`config.mk`:
```
export PLATFORM = sky130hd
export DESIGN_NAME = button_event_arbiter_flat
export DESIGN_NICKNAME = d
export VERILOG_FILES = /design/src/rtl/button_event_arbiter_if.sv /design/src/rtl/button_event_arbiter.sv /design/src/flat_wrapper.sv
export SDC_FILE = /design/constraint.sdc
export NUM_CORES = 1
export LEC_CHECK = 0
export CORE_AREA = 2 2 82 84
export DETAILED_ROUTE_END_ITERATION = 10
export DIE_AREA = 0 0 84 86
export DONT_BUFFER_PORTS = 1
export GPL_TIMING_DRIVEN = 0
export PLACE_DENSITY = 0.57
export REMOVE_ABC_BUFFERS = 1
export SYNTH_ARGS = -nofsm -noshare
export SYNTH_HDL_FRONTEND = slang
export SYNTH_SLANG_ARGS = --single-unit
```
`constraint.sdc`:
```
create_clock -name clk -period 3.4 [get_ports clk]
set_input_delay 0.68 -clock clk [delete_from_list [all_inputs] [get_ports clk]]
set_output_delay 0.68 -clock clk [all_outputs]
set_load 0.02 [all_outputs]
```
`src/rtl/button_event_arbiter_if.sv`:
```
// Button/event bundle between the push-button front end and the mode/edit/timer logic.
// The arbiter takes the slave view; whoever drives the buttons takes the master view.
interface button_event_arbiter_if;
  logic [4:0] btn;
  logic       evt_valid;
  logic [2:0] evt_id;
  logic       busy;
  logic       hold_active;

  modport master (
    output btn,
    input  evt_valid, evt_id, busy, hold_active
  );

  modport slave (
    input  btn,
    output evt_valid, evt_id, busy, hold_active
  );
endinterface

```
`src/rtl/button_event_arbiter.sv`:
```
// Synchronises five push-buttons and arbitrates them through one shared hold counter,
// emitting one qualified event per long-press. Define AUTO_REPEAT_EN for INC auto-repeat.
module button_event_arbiter #(
  parameter int HOLD_CYCLES   = 15_000_000,
  parameter int REPEAT_CYCLES = 5_000_000,
  parameter int SYNC_STAGES   = 2
) (
  input logic                    clk,
  input logic                    reset,
  button_event_arbiter_if.slave  bus
);

  localparam int NUM_BTN = 5;
  localparam int CNT_MAX = (HOLD_CYCLES > REPEAT_CYCLES) ? HOLD_CYCLES : REPEAT_CYCLES;
  localparam int CNT_W   = $clog2(CNT_MAX);

  localparam logic [CNT_W-1:0] HOLD_LAST = CNT_W'(HOLD_CYCLES - 1);
`ifdef AUTO_REPEAT_EN
  localparam logic [CNT_W-1:0] REPEAT_LAST = CNT_W'(REPEAT_CYCLES - 1);
  localparam logic [2:0]       INC_IDX     = 3'd3;
`endif

  typedef enum logic [1:0] {
    IDLE    = 2'd0,
    HOLD    = 2'd1,
    RELEASE = 2'd2
`ifdef AUTO_REPEAT_EN
    ,
    REPEAT  = 2'd3
`endif
  } state_t;

  // ---------------------------------------------------------------------------
  // Button synchroniser
  // ---------------------------------------------------------------------------
  logic [NUM_BTN-1:0] sync_q [SYNC_STAGES];
  logic [NUM_BTN-1:0] s;

  // NOTE: this array is a chain of real flops, not a RAM, so it is cleared on
  // reset; otherwise a stale press could be seen right after reset.
  always_ff @(posedge clk) begin
    if (reset) begin
      for (int i = 0; i < SYNC_STAGES; i++) sync_q[i] <= '0;
    end else begin
      sync_q[0] <= bus.btn;
      for (int i = 1; i < SYNC_STAGES; i++) sync_q[i] <= sync_q[i-1];
    end
  end

  assign s = sync_q[SYNC_STAGES-1];

  // Lowest index wins: clear > mode > shift > inc > start_stop.
  function automatic logic [2:0] first_set(input logic [NUM_BTN-1:0] v);
    first_set = 3'd0;
    for (int i = NUM_BTN - 1; i >= 0; i--) begin
      if (v[i]) first_set = 3'(i);
    end
  endfunction

  // ---------------------------------------------------------------------------
  // Arbitration FSM
  // ---------------------------------------------------------------------------
  state_t           state,  state_next;
  logic [CNT_W-1:0] cnt,    cnt_next;
  logic [2:0]       grant,  grant_next;
  logic             fire;
  logic             evt_valid_q;
  logic [2:0]       evt_id_q;

  // NOTE: sequential state uses non-blocking assignments so every flop sees the
  // pre-edge values of its neighbours, independent of statement order.
  always_ff @(posedge clk) begin
    if (reset) begin
      state       <= IDLE;
      cnt         <= '0;
      grant       <= '0;
      evt_valid_q <= 1'b0;
      evt_id_q    <= '0;
    end else begin
      state       <= state_next;
      cnt         <= cnt_next;
      grant       <= grant_next;
      evt_valid_q <= fire;
      if (fire) evt_id_q <= grant + 3'd1;
    end
  end

  // NOTE: every signal written here gets a default first, so no path through
  // the case statement can leave one unassigned and infer a latch.
  always_comb begin
    state_next = state;
    cnt_next   = cnt;
    grant_next = grant;
    fire       = 1'b0;

    unique case (state)
      IDLE: begin
        if (s != '0) begin
          grant_next = first_set(s);
          state_next = HOLD;
        end
      end

      HOLD: begin
        // A release on the very cycle the count completes is still an abort.
        if (!s[grant]) begin
          state_next = IDLE;
        end else if (cnt == HOLD_LAST) begin
          fire = 1'b1;
`ifdef AUTO_REPEAT_EN
          state_next = (grant == INC_IDX) ? REPEAT : RELEASE;
`else
          state_next = RELEASE;
`endif
        end else begin
          cnt_next = cnt + 1'b1;
        end
      end

      RELEASE: begin
        if (s == '0) state_next = IDLE;
      end

`ifdef AUTO_REPEAT_EN
      REPEAT: begin
        if (!s[INC_IDX]) begin
          state_next = RELEASE;
        end else if (cnt == REPEAT_LAST) begin
          fire     = 1'b1;
          cnt_next = '0;
        end else begin
          cnt_next = cnt + 1'b1;
        end
      end
`endif

      default: state_next = IDLE;
    endcase

    // The counter restarts from zero on every state entry.
    if (state_next != state) cnt_next = '0;
  end

  always_comb begin
    bus.evt_valid   = evt_valid_q;
    bus.evt_id      = evt_id_q;
    bus.busy        = (state != IDLE);
    bus.hold_active = (state == HOLD);
  end

endmodule

```
`src/flat_wrapper.sv`:
```
// flat-port wrapper written by rule: the top's interface ports become plain ports
module button_event_arbiter_flat 
#(
  parameter int HOLD_CYCLES   = 15_000_000,
  parameter int REPEAT_CYCLES = 5_000_000,
  parameter int SYNC_STAGES   = 2
)
  (clk, reset, bus_btn, bus_evt_valid, bus_evt_id, bus_busy, bus_hold_active);
  button_event_arbiter_if bus_i ();
  input logic clk;
  input logic reset;
  input wire logic [$bits(bus_i.btn)-1:0] bus_btn;
  output wire logic [$bits(bus_i.evt_valid)-1:0] bus_evt_valid;
  output wire logic [$bits(bus_i.evt_id)-1:0] bus_evt_id;
  output wire logic [$bits(bus_i.busy)-1:0] bus_busy;
  output wire logic [$bits(bus_i.hold_active)-1:0] bus_hold_active;
  assign bus_i.btn = bus_btn;
  assign bus_evt_valid = bus_i.evt_valid;
  assign bus_evt_id = bus_i.evt_id;
  assign bus_busy = bus_i.busy;
  assign bus_hold_active = bus_i.hold_active;
  button_event_arbiter #(.HOLD_CYCLES(HOLD_CYCLES), .REPEAT_CYCLES(REPEAT_CYCLES), .SYNC_STAGES(SYNC_STAGES)) u_core (.clk(clk), .reset(reset), .bus(bus_i));
endmodule
```
==> flow_metrics.tcl, run 1 <==
set metrics [dict create \
    synth_ff_type "dfxtp_1" \
    final.setup.tns_ns 0 \
    route.vias.total 1657 \
    drt_iter0_drc 57 \
    critPathSlowestCell "nor4_4" \
    peakVddDrop_mv 0.227 \
    dp_hpwl_um 2800 \
    status "complete, no violations" \
    largest_stage_delay_on_the_critical_path_ns 0.94 \
    ys_seq_area_share_pct 39.9 \
    final.setup_skew_ns 0.00718 \
    n_fill_cell 638 \
    p_leak_nw 0.697 \
    finalWeightedCongestion 0.756 \
    worstPathRequired_ns 3.58 \
    drt_first_pass_iters 4 \
    buffer_ports.inserted 0 \
    placementRows 29 \
    timing.critical_path.arrival_ns 2.61 \
    antenna_found_initial 0 \
    maxSlewHeadroom_pct 31.5 \
    groute.layer.met1.usage_pct 16.6 \
    fin_ws_ns 0.969 \
    timing.final.crit_period_ns 2.43 \
    rsz0062_at_grt "no" \
    synth_area_leader_cell "dfxtp_1" \
    areaGrowthSynthToFinish_pct 5.10 \
    critical_path.max_fanout 23 \
    worst_slew_pin_slew_ns 1.02 \
    ys_top_cells_by_area "dfxtp_1 40%, a21oi_2 7.7%, or4_1 4.2%, o31ai_1 3.8%, or3_1 3.8%" \
    route.antenna.remaining_nets 0 \
    clock_tree_from_tritoncts "yes" \
    antennaDiodeCount 0 \
    worstHoldPathType "primary input to flip-flop" \
    grtUsageMet2_pct 20.8 \
    layout_cells_sized_above_1_pct 16.7 \
    worst_path_dominant_cell_family "simple AND/OR/NAND/NOR gates" \
    timing.final.setup_violations 0 \
    grt_use_met3_pct 2.69 \
    synth_area_mm2 0.00216 \
    synth_async_sr_flop_share_pct 0 \
    clock-sinks 43 \
    grt_max_degree 25 \
    synthesis.instances 230 \
    drc 0 \
    cts_root_buf "clkbuf_8" \
    criticalPathCategory "flip-flop to flip-flop" \
    routed_wire_length_per_instance_um 13.5 \
    floorplan.core_area_mm2 0.00628 \
    clock_latency_ns 0.30 \
    number_of_enable_flip_flop_cells_after_synthesis 0 \
    max-cap-violations 0 \
    finalNetCount 236 \
    post_dp_cell_area_mm2 0.00215 \
    clock_tree.buffer_depth 2 \
    drt-total-wl_um 4110 \
    globalRoute.busiestLayer "met2" \
    crit_chain "ha_1, and2_1, nand4_1, nor4_4, or3b_2, a21oi_2" \
    worst_setup_hold_path_clk_slew_ns 0.08 \
    numCtsBuffers 5 \
    synth_top_area_share_pct 39.9 \
    crit_buf_inv 0 \
    critical_path_end_type "flip-flop" \
    die_w_um 84 \
    die_area_mm2 0.00722 \
    drt-vias-per-instance 5.43 \
    place_ws_ns 0.986 \
    timing.final.max_slew_violations 0 \
    number_of_global_route_vias_before_repair 1620 \
    hold_ws_ns 0.436 \
    fmax_ghz 0.411 \
    final_min_period_over_clock_period_pct 71.5 \
    wire_length_of_the_first_global_routing_pass_um 7560 \
    total_power_w 0.000977 \
    synth_seq_cells 43 \
    power.density_cell_area_mw_per_mm2 431 \
    cts-htree-levels 2 \
    io_pins 13 \
    synthesis.yosys.warnings 0 \
    synth_cell_types 45 \
    grt.total_usage_pct 12.7 \
    cts_hold_buffers_added 0 \
    startpoint_type "flip-flop" \
    syn-mean-instance-area_um2 9.38 \
    cts-resized-gates 0 \
    globalRoute.totalOverflow 0 \
    floorplan.die.height_um 86 \
    hold_viol 0 \
    floorplan.initialDensity_pct 34.4 \
    cts_post_setup_buffers_inserted 0 \
    finalInstanceArea_mm2 0.00227 \
]
Yosys cell counts (2+ instances only):
cell and n:
or4_1 12, nor2_1 8, nand4_1 8, o21ai_0 12, nand3_1 8, nor2b_1 11
a21oi_1 11, inv_1 9, mux2i_1 2, a21oi_2 19, buf_2 2, buf_6 3
nor3_1 4, o21ai_1 2, or3_1 13, and3_1 4, buf_12 2, clkbuf_1 2
xnor2_1 2, nor4_1 2, nand2_1 13, dfxtp_1 43, o31ai_1 11, and2_1 3
ha_1 2, and4_1 3
worst register-to-register path: stages (launching register included):
cell and delay [ns]:
dfxtp_1 0.41, ha_1 0.23, and2_1 0.23, nand4_1 0.18
nor4_4 0.94, or3b_2 0.27, a21oi_2 0.05
where the power goes:
| group | internal [W] | leakage [nW] | switching [W] |
|---|---|---|---|
| clock network | 0.000219 | 0.0581 | 0.000184 |
| logic | 0.0000180 | 0.290 | 0.0000380 |
| registers | 0.000512 | 0.349 | 0.00000623 |
final cells by class:
type / count / area, µm² / share of cell area (%)
Multi-Input combinational cell: 168 / 1160 / 51.3
Clock inverter: 3 / 43.8 / 1.93
Sequential cell: 43 / 861 / 38.0
Inverter: 9 / 33.8 / 1.49
Clock buffer: 5 / 68.8 / 3.04
Tap cell: 77 / 96.3 / 4.25
per-layer routing:
metal / vias up / part of all wire [%]
li1: 854 / -
met1: 772 / 50
met2: 23 / 45
met3: 8 / 3.1
met4: 0 / 1.9
met5: - / 0
stage by stage:
stage / instances / util (%)
6_report: 305 / 36.1
5_1_grt: 305 / 36.1
4_1_cts: 305 / 36.1
3_5_place_dp: 297 / 34.3
3_3_place_gp: 297 / 34.3
2_1_floorplan: 220 / -
path summary, 6_finish.rpt:
path,from,end,slack (ns),cells past startpoint
min,reset,u_core.sync_q[0][5],0.44,1
min reg2reg,u_core.sync_q[0][3],u_core.sync_q[0][8],0.44,1
max,u_core.cnt[0],u_core.cnt[1],0.97,6
max reg2reg,u_core.cnt[0],u_core.cnt[1],0.97,6
registers in the layout, indices dropped and copies added, names as in the netlist:
| name | flops |
|---|---|
| u_core.bus.evt_valid | 1 |
| u_core.state | 2 |
| u_core.cnt | 24 |
| u_core.grant | 3 |
| u_core.sync_q | 10 |
| u_core.bus.evt_id | 3 |
cell usage in the layout, fill, tap and decap left out, types with 2 or more instances in the layout:
| cell type | synthesis | final |
|---|---|---|
| o21ai_1 | 2 | 2 |
| or3_1 | 13 | 13 |
| ha_1 | 2 | 2 |
| o21ai_0 | 12 | 12 |
| nor2_1 | 8 | 8 |
| and3_1 | 4 | 4 |
| nand4_1 | 8 | 8 |
| dfxtp_1 | 43 | 43 |
| o31ai_1 | 11 | 11 |
| and2_1 | 3 | 3 |
| nor2b_1 | 11 | 11 |
| xnor2_1 | 2 | 2 |
| nor4_1 | 2 | 2 |
| nor3_1 | 4 | 4 |
| mux2i_1 | 2 | 2 |
| or4_1 | 12 | 12 |
| inv_1 | 9 | 9 |
| and4_1 | 3 | 3 |
| a21oi_1 | 11 | 11 |
| clkbuf_8 | 0 | 5 |
| a21oi_2 | 19 | 19 |
| nand2_1 | 13 | 13 |
| nand3_1 | 8 | 8 |
logic make-up after synthesis:
family	count (synthesis)	share of synthesized area, %
AOI/OAI and AO/OA	58	18.6
and+or+nand+nor	102	31.0
muxes	3	1.97
buffers and inverters	19	6.15
DFF	43	39.9
xor gates and xnor gates	3	1.22
adders and majority gates	2	1.16
Power figures use the tool's default switching activity.
==> run 2, diff against run 1 <==
--- a/config.mk
+++ b/config.mk
@@ -10,7 +10,7 @@
 export DIE_AREA = 0 0 84 86
 export DONT_BUFFER_PORTS = 1
 export GPL_TIMING_DRIVEN = 0
-export PLACE_DENSITY = 0.57
+export PLACE_DENSITY = 0.59
 export REMOVE_ABC_BUFFERS = 1
 export SYNTH_ARGS = -nofsm -noshare
 export SYNTH_HDL_FRONTEND = slang
==> constraint.sdc (replaced) <==
create_clock -name clk -period 2.15 [get_ports clk]
set_input_delay 0.43 -clock clk [delete_from_list [all_inputs] [get_ports clk]]
set_output_delay 0.43 -clock clk [all_outputs]
set_load 0.02 [all_outputs]
==> run 2 against run 1 <==
Effect of this change:
- count of clock-buffer cells in the layout stayed put
- flip-flop and latch count unchanged
- fmax grew 20%
- register-to-register slack lost 0.84 ns
- worst setup slack worse by 0.84 ns
- cell count up 4.6%
- global-route usage is 1.1 points higher
- via count is 4.8% higher
- critical path depth is 1 lower
==> flow_metrics.tcl, run 2 (synthesized netlist as in run 1, its figures left out) <==
set metrics [dict create \
    floorplan.die.height_um 86 \
    worstHoldPathType "primary input to flip-flop" \
    numCtsBuffers 5 \
    criticalPathCategory "flip-flop to flip-flop" \
    antenna_found_initial 0 \
    power.density_cell_area_mw_per_mm2 619 \
    relative_contribution_of_the_clock_network_to_total_power_pct 37.3 \
    p_sw_w 0.000406 \
    finalWeightedCongestion 0.744 \
    worst_setup_hold_path_clk_slew_ns 0.09 \
    maxSlewHeadroom_pct 60.9 \
    worst_slew_pin_slew_ns 0.583 \
    sequentialPowerShare_pct 54.3 \
    final_min_period_over_clock_period_pct 94.0 \
    floorplan.core_area_mm2 0.00628 \
    timing.critical_path.arrival_ns 2.22 \
    areaGrowthSynthToFinish_pct 13.1 \
    max-cap-violations 0 \
    drt-total-wl_um 4710 \
    rsz0062_at_grt "no" \
    internal_power_w 0.00110 \
    hold_path_end "u_core.sync_q[0][0]" \
    drc 0 \
    r2r_end "u_core.cnt[4]" \
    cts_hold_buffers_added 0 \
    largest_reg_flops 24 \
    fmax_ghz 0.495 \
    route.vias.total 1737 \
    largest-register "u_core.cnt" \
    n_fill_cell 635 \
    worst-r2r-cell-count 5 \
    largest_registers "u_core.cnt (24), u_core.sync_q (10)" \
    number_of_global_route_vias_before_repair 1617 \
    critical_path_end_type "flip-flop" \
    placementRows 29 \
    timing.final.crit_period_ns 2.02 \
    dp_hpwl_um 2810 \
    cts-htree-levels 2 \
    grt.total_usage_pct 13.8 \
    drt_first_pass_iters 4 \
    fin_ws_ns 0.128 \
    wire_length_of_the_first_global_routing_pass_um 8090 \
    clock_latency_ns 0.31 \
    clock-sinks 43 \
    clock_tree_from_tritoncts "yes" \
    status "complete, no violations" \
    drt_iter0_drc 67 \
    min_path_cells 1 \
    layout_common_cells "41 x dfxtp_1, 19 x a21oi_2, 13 x nand2_1, 13 x or3_1, 12 x or4_1" \
    timing.final.max_slew_violations 0 \
    timing.final.setup_violations 0 \
    peakVddDrop_mv 0.358 \
    buffer_ports.inserted 0 \
    largest_stage_delay_on_the_critical_path_ns 0.63 \
    crit_chain "nor2b_2, or4b_4, nand4b_4, buf_4, a21oi_2" \
    io_pins 13 \
    regToRegStartpoint "u_core.state[0]" \
    worstPathRequired_ns 2.35 \
    crit_buf_inv 1 \
    hold_start "reset" \
    layout.cells.most_common "dfxtp_1" \
    ff2ff_setup_slack_ns 0.13 \
    floorplan.initialDensity_pct 34.4 \
    share_comb_of_total_power_pct 8.4 \
    routed_wire_length_per_instance_um 14.7 \
    place_ws_ns -0.235 \
    die_w_um 84 \
    route.antenna.remaining_nets 0 \
    clock_tree.buffer_depth 2 \
    startpoint_type "flip-flop" \
    grt_max_degree 25 \
    drt-vias-per-instance 5.45 \
    die_area_mm2 0.00722 \
    globalRoute.totalOverflow 0 \
    swShare_pct 26.9 \
    worst_path_dominant_cell_family "simple AND/OR/NAND/NOR gates" \
    p_leak_nw 0.761 \
    critical_path.max_fanout 7 \
    finalNetCount 250 \
    final.setup_skew_ns 0.00485 \
    hold_ws_ns 0.176 \
    antennaDiodeCount 0 \
    hold_viol 0 \
    cts_root_buf "clkbuf_8" \
    layout_cells_sized_above_1_pct 24.8 \
    critPathSlowestCell "or4b_4" \
    startpoint "u_core.state[0]" \
]
## run 2: routing by layer
layer  share of wire, %  up-vias  global-route usage, %
li1                   -      880                      -
met1                 47      811                   17.9
met5                  0        -                      0
met4                2.3        0                   6.60
met2                 47       34                   22.0
met3                3.8       12                   2.98
## run 2: worst max-delay path by stage
stage / end / cells past startpoint / slack [ns]
floorplan: u_core.cnt[16] / 4 / 0.07
global placement: u_core.cnt[1] / 6 / -0.22
detailed placement: u_core.cnt[1] / 6 / -0.23
CTS: u_core.cnt[22] / 6 / 0.01
global route: u_core.cnt[10] / 4 / 0.009
finish: u_core.cnt[4] / 5 / 0.13
## run 2: layout make-up
type	count	area (µm²)	share of cell area (%)
multi-input combinational	170	1230	50.6
sequential	43	863	35.4
timing repair buffer	12	115	4.72
tap	77	96.3	3.95
clock buffer	5	68.8	2.82
inverter	9	33.8	1.39
clock inverter	3	26.3	1.08
## run 2: timing repair
item / 4_1_cts / 5_1_grt
setup buffers: 3 / 9
gates resized for setup: 3 / 9
endpoints found under the hold margin: 0 / 0
endpoints found under the setup margin: 26 / 26
gates cloned: 2 / 0
pin swaps: 2 / 5
## run 2: per-stage QoR
| stage | cell area (µm²) | total power, W | utilization [%] | instances | TNS [ns] |
|---|---|---|---|---|---|
| 2_1_floorplan | 2060 | 0.000910 | - | 220 | 0 |
| 3_3_place_gp | 2150 | 0.000927 | 34.3 | 297 | -4.47 |
| 3_5_place_dp | 2150 | 0.000927 | 34.3 | 297 | -4.83 |
| 4_1_cts | 2320 | 0.00150 | 37.0 | 310 | 0 |
| 5_1_grt | 2440 | 0.00158 | 38.8 | 319 | 0 |
| 6_report | 2440 | 0.00151 | 38.8 | 319 | 0 |
## run 2: power by group through the flow
stage	clock (W)	combinational [W]	sequential [W]
final	0.000564	0.000126	0.000820
after global routing	0.000621	0.000136	0.000823
after floorplan	0	0.0000745	0.000835
after global placement	0	0.0000888	0.000838
after detailed placement	0	0.0000892	0.000838
after CTS	0.000583	0.000101	0.000819
==> RTL edit 1, RTL diff (settings of run 2) <==
`SYNC_STAGES` is set to 2 in 2 places; all go to 1.
--- a/src/rtl/button_event_arbiter.sv
+++ b/src/rtl/button_event_arbiter.sv
@@ -5,3 +5,3 @@
   parameter int REPEAT_CYCLES = 5_000_000,
-  parameter int SYNC_STAGES   = 2
+  parameter int SYNC_STAGES   = 1
 ) (
--- a/src/flat_wrapper.sv
+++ b/src/flat_wrapper.sv
@@ -5,3 +5,3 @@
   parameter int REPEAT_CYCLES = 5_000_000,
-  parameter int SYNC_STAGES   = 2
+  parameter int SYNC_STAGES   = 1
 )
Formal check against the unedited RTL: not equivalent (Yosys sat finds a counterexample within 4 cycles, from zero or initial values and one cycle with reset high).
==> RTL edit 1 against run 2 <==
Synthesized cell count decreased by 3.5%; area after synthesis decreased by 12%; sequential cell count decreased by 5; final area decreased by 11%; wire length decreased by 3.1%; sequential power decreased by 11%; worst setup slack got worse by 0.086 ns; total power decreased by 10%; critical path type unchanged; largest cell class unchanged.
==> RTL edit 1: results (changes against run 2) <==
- DP Cell Count: 288 (-3.0%)
- Fin nets: 236 (-5.6%)
- Top flop regs: u_core.cnt (24), u_core.sync_q (5)
- # fillers: 656 (+3.3%)
- Layout cells sized above 1: 0.145 (-0.103)
- Number of global-route vias before repair: 1610 (-0.43%)
- DRT iter0 DRCs: 169 (+150%)
- Clock Power Share: 0.380 (+0.007)
- Synth cell types: 37 (-18%)
- Flop pwr share: 0.537 (-0.006)
- First-pass GRT wire length: 7.81 mm (-3.5%)
- Status: complete, no violations
- Clock Latency Late Sink: 0.29 ns (-0.02 ns)
- DR vias/cell: 5.68 (+4.3%)
- Routed met3 length: 257 um (+45%)
- DRT met1 WL: 2.01 mm (-8.4%)
- Synth area leaders: dfxtp_1 (40%), a21oi_1 (6.9%), o31ai_1 (4.4%)
- Resize count post-CTS: 7 (+4)
- Leakage: 0.632 nW (-17%)
- Avg Cell Area, Syn: 8.54 um2 (-9.0%)
- Gr usage total: 0.132 (-0.00587)
- Final non-filler cell total: 305 (-4.4%)
- Place WS: -0.657 ns (-0.422 ns)
- Register area share after synthesis: 0.401 (+0.00225)
- GP Congestion: 0.844 (+14%)
- Detailed placement HPWL: 2.78 mm (-1.0%)
- Final wirelength: 4.56 mm (-3.1%)
- Met2 routed WL: 2.20 mm (-1.3%)
- Top post-synthesis cells by count: dfxtp_1 (38), a21oi_1 (26), nor2_1 (13)
- Final Skew: 0.00790 ns (+0.00306 ns)
- Clock Power: 0.516 mW (-8.5%)
- CP Data Arrival Time: 2.34 ns (+0.12 ns)
- Critical path fanouts, max: 6 (-1)
- Max_slew headroom: 0.712 (+0.102)
- Ant. Diodes: 0 (unchanged)
- Largest net degree at the start of global routing: 28 (+12%)
## RTL edit 1: cell count changes after synthesis, moves of 4 or more
cell	before	now
a21oi_1	11	26
a21oi_2	19	0
dfxtp_1	43	38
nor2_1	8	13
nor2b_1	11	5
nor4_1	2	9
o21ai_0	12	8
or3_1	13	5
xnor2_1	2	6
## RTL edit 1: critical path, stage by stage, from the launching register on
cell and delay, ns:
dfxtp_4 0.37, mux4_2 0.54, a21oi_4 0.21, nor4_4 0.07, buf_6 0.14, a2111o_2 0.56, a21oi_1 0.15
## RTL edit 1: cell families after synthesis
logic type	share of synthesized area
XOR/XNOR	0.0370
buffers and inverters	0.0495
adder cells (fa/ha/maj)	0.0132
AND/OR/NAND/NOR	0.320
flip-flops	0.401
multiplexers	0.0224
AO/OA/AOI/OAI	0.156
## RTL edit 1: path summary, 6_finish.rpt
kind / from / to / slack (ns) / depth (start not counted)
setup / recovery: u_core.grant[1]$_SDFFE_PP0P_ / u_core.cnt[19]$_SDFFE_PP0P_ / 0.04 / 6
hold / removal: reset / u_core.grant[1]$_SDFFE_PP0P_ / 0.19 / 1
setup reg to reg: u_core.grant[1]$_SDFFE_PP0P_ / u_core.cnt[19]$_SDFFE_PP0P_ / 0.04 / 6
hold reg to reg: u_core.cnt[4]$_SDFFE_PP0P_ / u_core.cnt[4]$_SDFFE_PP0P_ / 0.49 / 2
## RTL edit 1: metal layers
metal,GRT usage,up-vias
met5,0,-
met4,0.0572,0
met3,0.0356,9
met2,0.220,53
met1,0.162,811
li1,-,859
## RTL edit 1: area by class of cell
cell class              instances  area [um2]  share of cell area
well taps                      77        96.3              0.0443
flip-flops and latches         38         764               0.351
clock buffers                   6        82.6              0.0379
multi-input cells             167        1130               0.517
clock inverters                 2        12.5             0.00575
inverters                       9        33.8              0.0155
repair buffers                  6        61.3              0.0282
==> RTL edit 2, RTL diff (flow settings as in run 2) <==
Without the edit above. The 3 states of `state_t` get a one-hot encoding in 3 bits.
--- a/src/rtl/button_event_arbiter.sv
+++ b/src/rtl/button_event_arbiter.sv
@@ -22,6 +22,6 @@
 
-  typedef enum logic [1:0] {
-    IDLE    = 2'd0,
-    HOLD    = 2'd1,
-    RELEASE = 2'd2
+  typedef enum logic [2:0] {
+    IDLE    = 3'b001,
+    HOLD    = 3'b010,
+    RELEASE = 3'b100
 `ifdef AUTO_REPEAT_EN
Behaviour: same outputs for any inputs over 10 cycles, from zero or initial values and one cycle with reset high; not proved beyond that.
==> RTL edit 2 against run 2 <==
Area after synthesis fell by 1.2%; final area fell by 2.5%; total power rose by 7.2%; sequential cell count rose by 1; non-clock buffer count fell by 8; worst setup slack got worse by 0.031 ns; wire length rose by 5.0%.
==> RTL edit 2: results (changes against run 2) <==
- Status: complete, no violations
- Clock Latency Late Sink: 0.29 ns (-0.02 ns)
- Layout cells sized above 1: 0.100 (-0.148)
- Leakage: 0.674 nW (-12%)
- Final Skew: 0.00738 ns (+0.00254 ns)
- Final wirelength: 4.94 mm (+5.0%)
- Vias: 1799 (+3.6%)
- CP top delay family: compound AO/OA/AOI/OAI gates
- Maximum vdd drop: 479 uV (+34%)
- Tightest Pin Transition: 0.840 ns (+0.256 ns)
- Post-synth EDFFs: 0 (unchanged)
- Top flop regs: u_core.cnt (24), u_core.sync_q (10)
- Register area share after synthesis: 0.413 (+0.0143)
- GP Congestion: 0.793 (+6.6%)
- DRT iter0 DRCs: 115 (+72%)
- Largest net degree at the start of global routing: 25 (unchanged)
- Detailed placement HPWL: 3.05 mm (+8.5%)
- Gr usage total: 0.145 (+0.00659)
- First-pass GRT wire length: 8.62 mm (+6.5%)
- Synth cell types: 38 (-16%)
- Fin nets: 248 (-0.80%)
- CP Data Arrival Time: 2.26 ns (+0.04 ns)
- Critical path fanouts, max: 19 (+12)
- Critical Path Slowest Stage Cell: or4_1
- Top post-synthesis cells by count: dfxtp_1 (44), a211oi_1 (19), nand2_1 (14), or4_1 (14), clkbuf_1 (12)
- Synth area leaders: dfxtp_1 (41%), a211oi_1 (6.7%), or4_1 (4.9%)
==> RTL edit 2: final timing paths <==
path | startpoint | to | slack [ns]
worst max register to register | u_core.grant[2]$_SDFFE_PP0P_ | u_core.cnt[11]$_SDFFE_PP0P_ | 0.1
worst max-delay path | u_core.grant[2]$_SDFFE_PP0P_ | u_core.cnt[11]$_SDFFE_PP0P_ | 0.1
worst min-delay path | reset | u_core.sync_q[0][5]$_SDFF_PP0_ | 0.19
worst min register to register | u_core.sync_q[0][0]$_SDFF_PP0_ | u_core.sync_q[0][5]$_SDFF_PP0_ | 0.44
==> RTL edit 2: final cells by class <==
class | instances | area [um2]
Clock buffer | 6 | 72.6
Clock inverter | 2 | 35.0
Fill cell | 638 | 3900
Inverter | 6 | 22.5
Multi-Input combinational cell | 178 | 1230
Sequential cell | 44 | 885
Tap cell | 77 | 96.3
Timing Repair Buffer | 4 | 37.5
==> RTL edit 2: kinds of logic after synthesis <==
kind of cell    Yosys count  synth area share
simple gates            101             0.277
compound gates           61             0.201
flops                    44             0.413
buf+inv                  20            0.0423
xor+xnor                 10            0.0411
mux                       3            0.0141
fa+ha+maj                 2            0.0117
==> RTL edit 2: what timing repair did <==
action,CTS,global route
setup endpoints to repair,22,28
gates cloned,1,0
resized for setup,5,14
pin swaps,2,2
buffers inserted,1,2
==> RTL edit 2: where the power goes <==
group,internal (mW),switching (mW),leakage [nW]
combinational,0.0508,0.0843,0.260
clock,0.345,0.291,0.0552
sequential,0.830,0.0169,0.358
total,1.23,0.392,0.674
==> RTL edit 2: metrics by stage <==
stage	worst slack (ns)	instances	area [um2]
finish	0.0975	317	2380
global route	-0.0159	317	2380
CTS	0.0393	315	2320
detailed placement	-0.163	305	2180
global placement	-1.22	304	2160
floorplan	-0.352	227	2060
==> RTL edit 2: routing by layer <==
layer  share of wire  vias to the layer above  global-route usage
met1            0.50                      862               0.191
met4          0.0089                        0              0.0425
li1                -                      914                   -
met2            0.46                       19               0.236
met5               0                        -                   0
met3           0.033                        4              0.0366
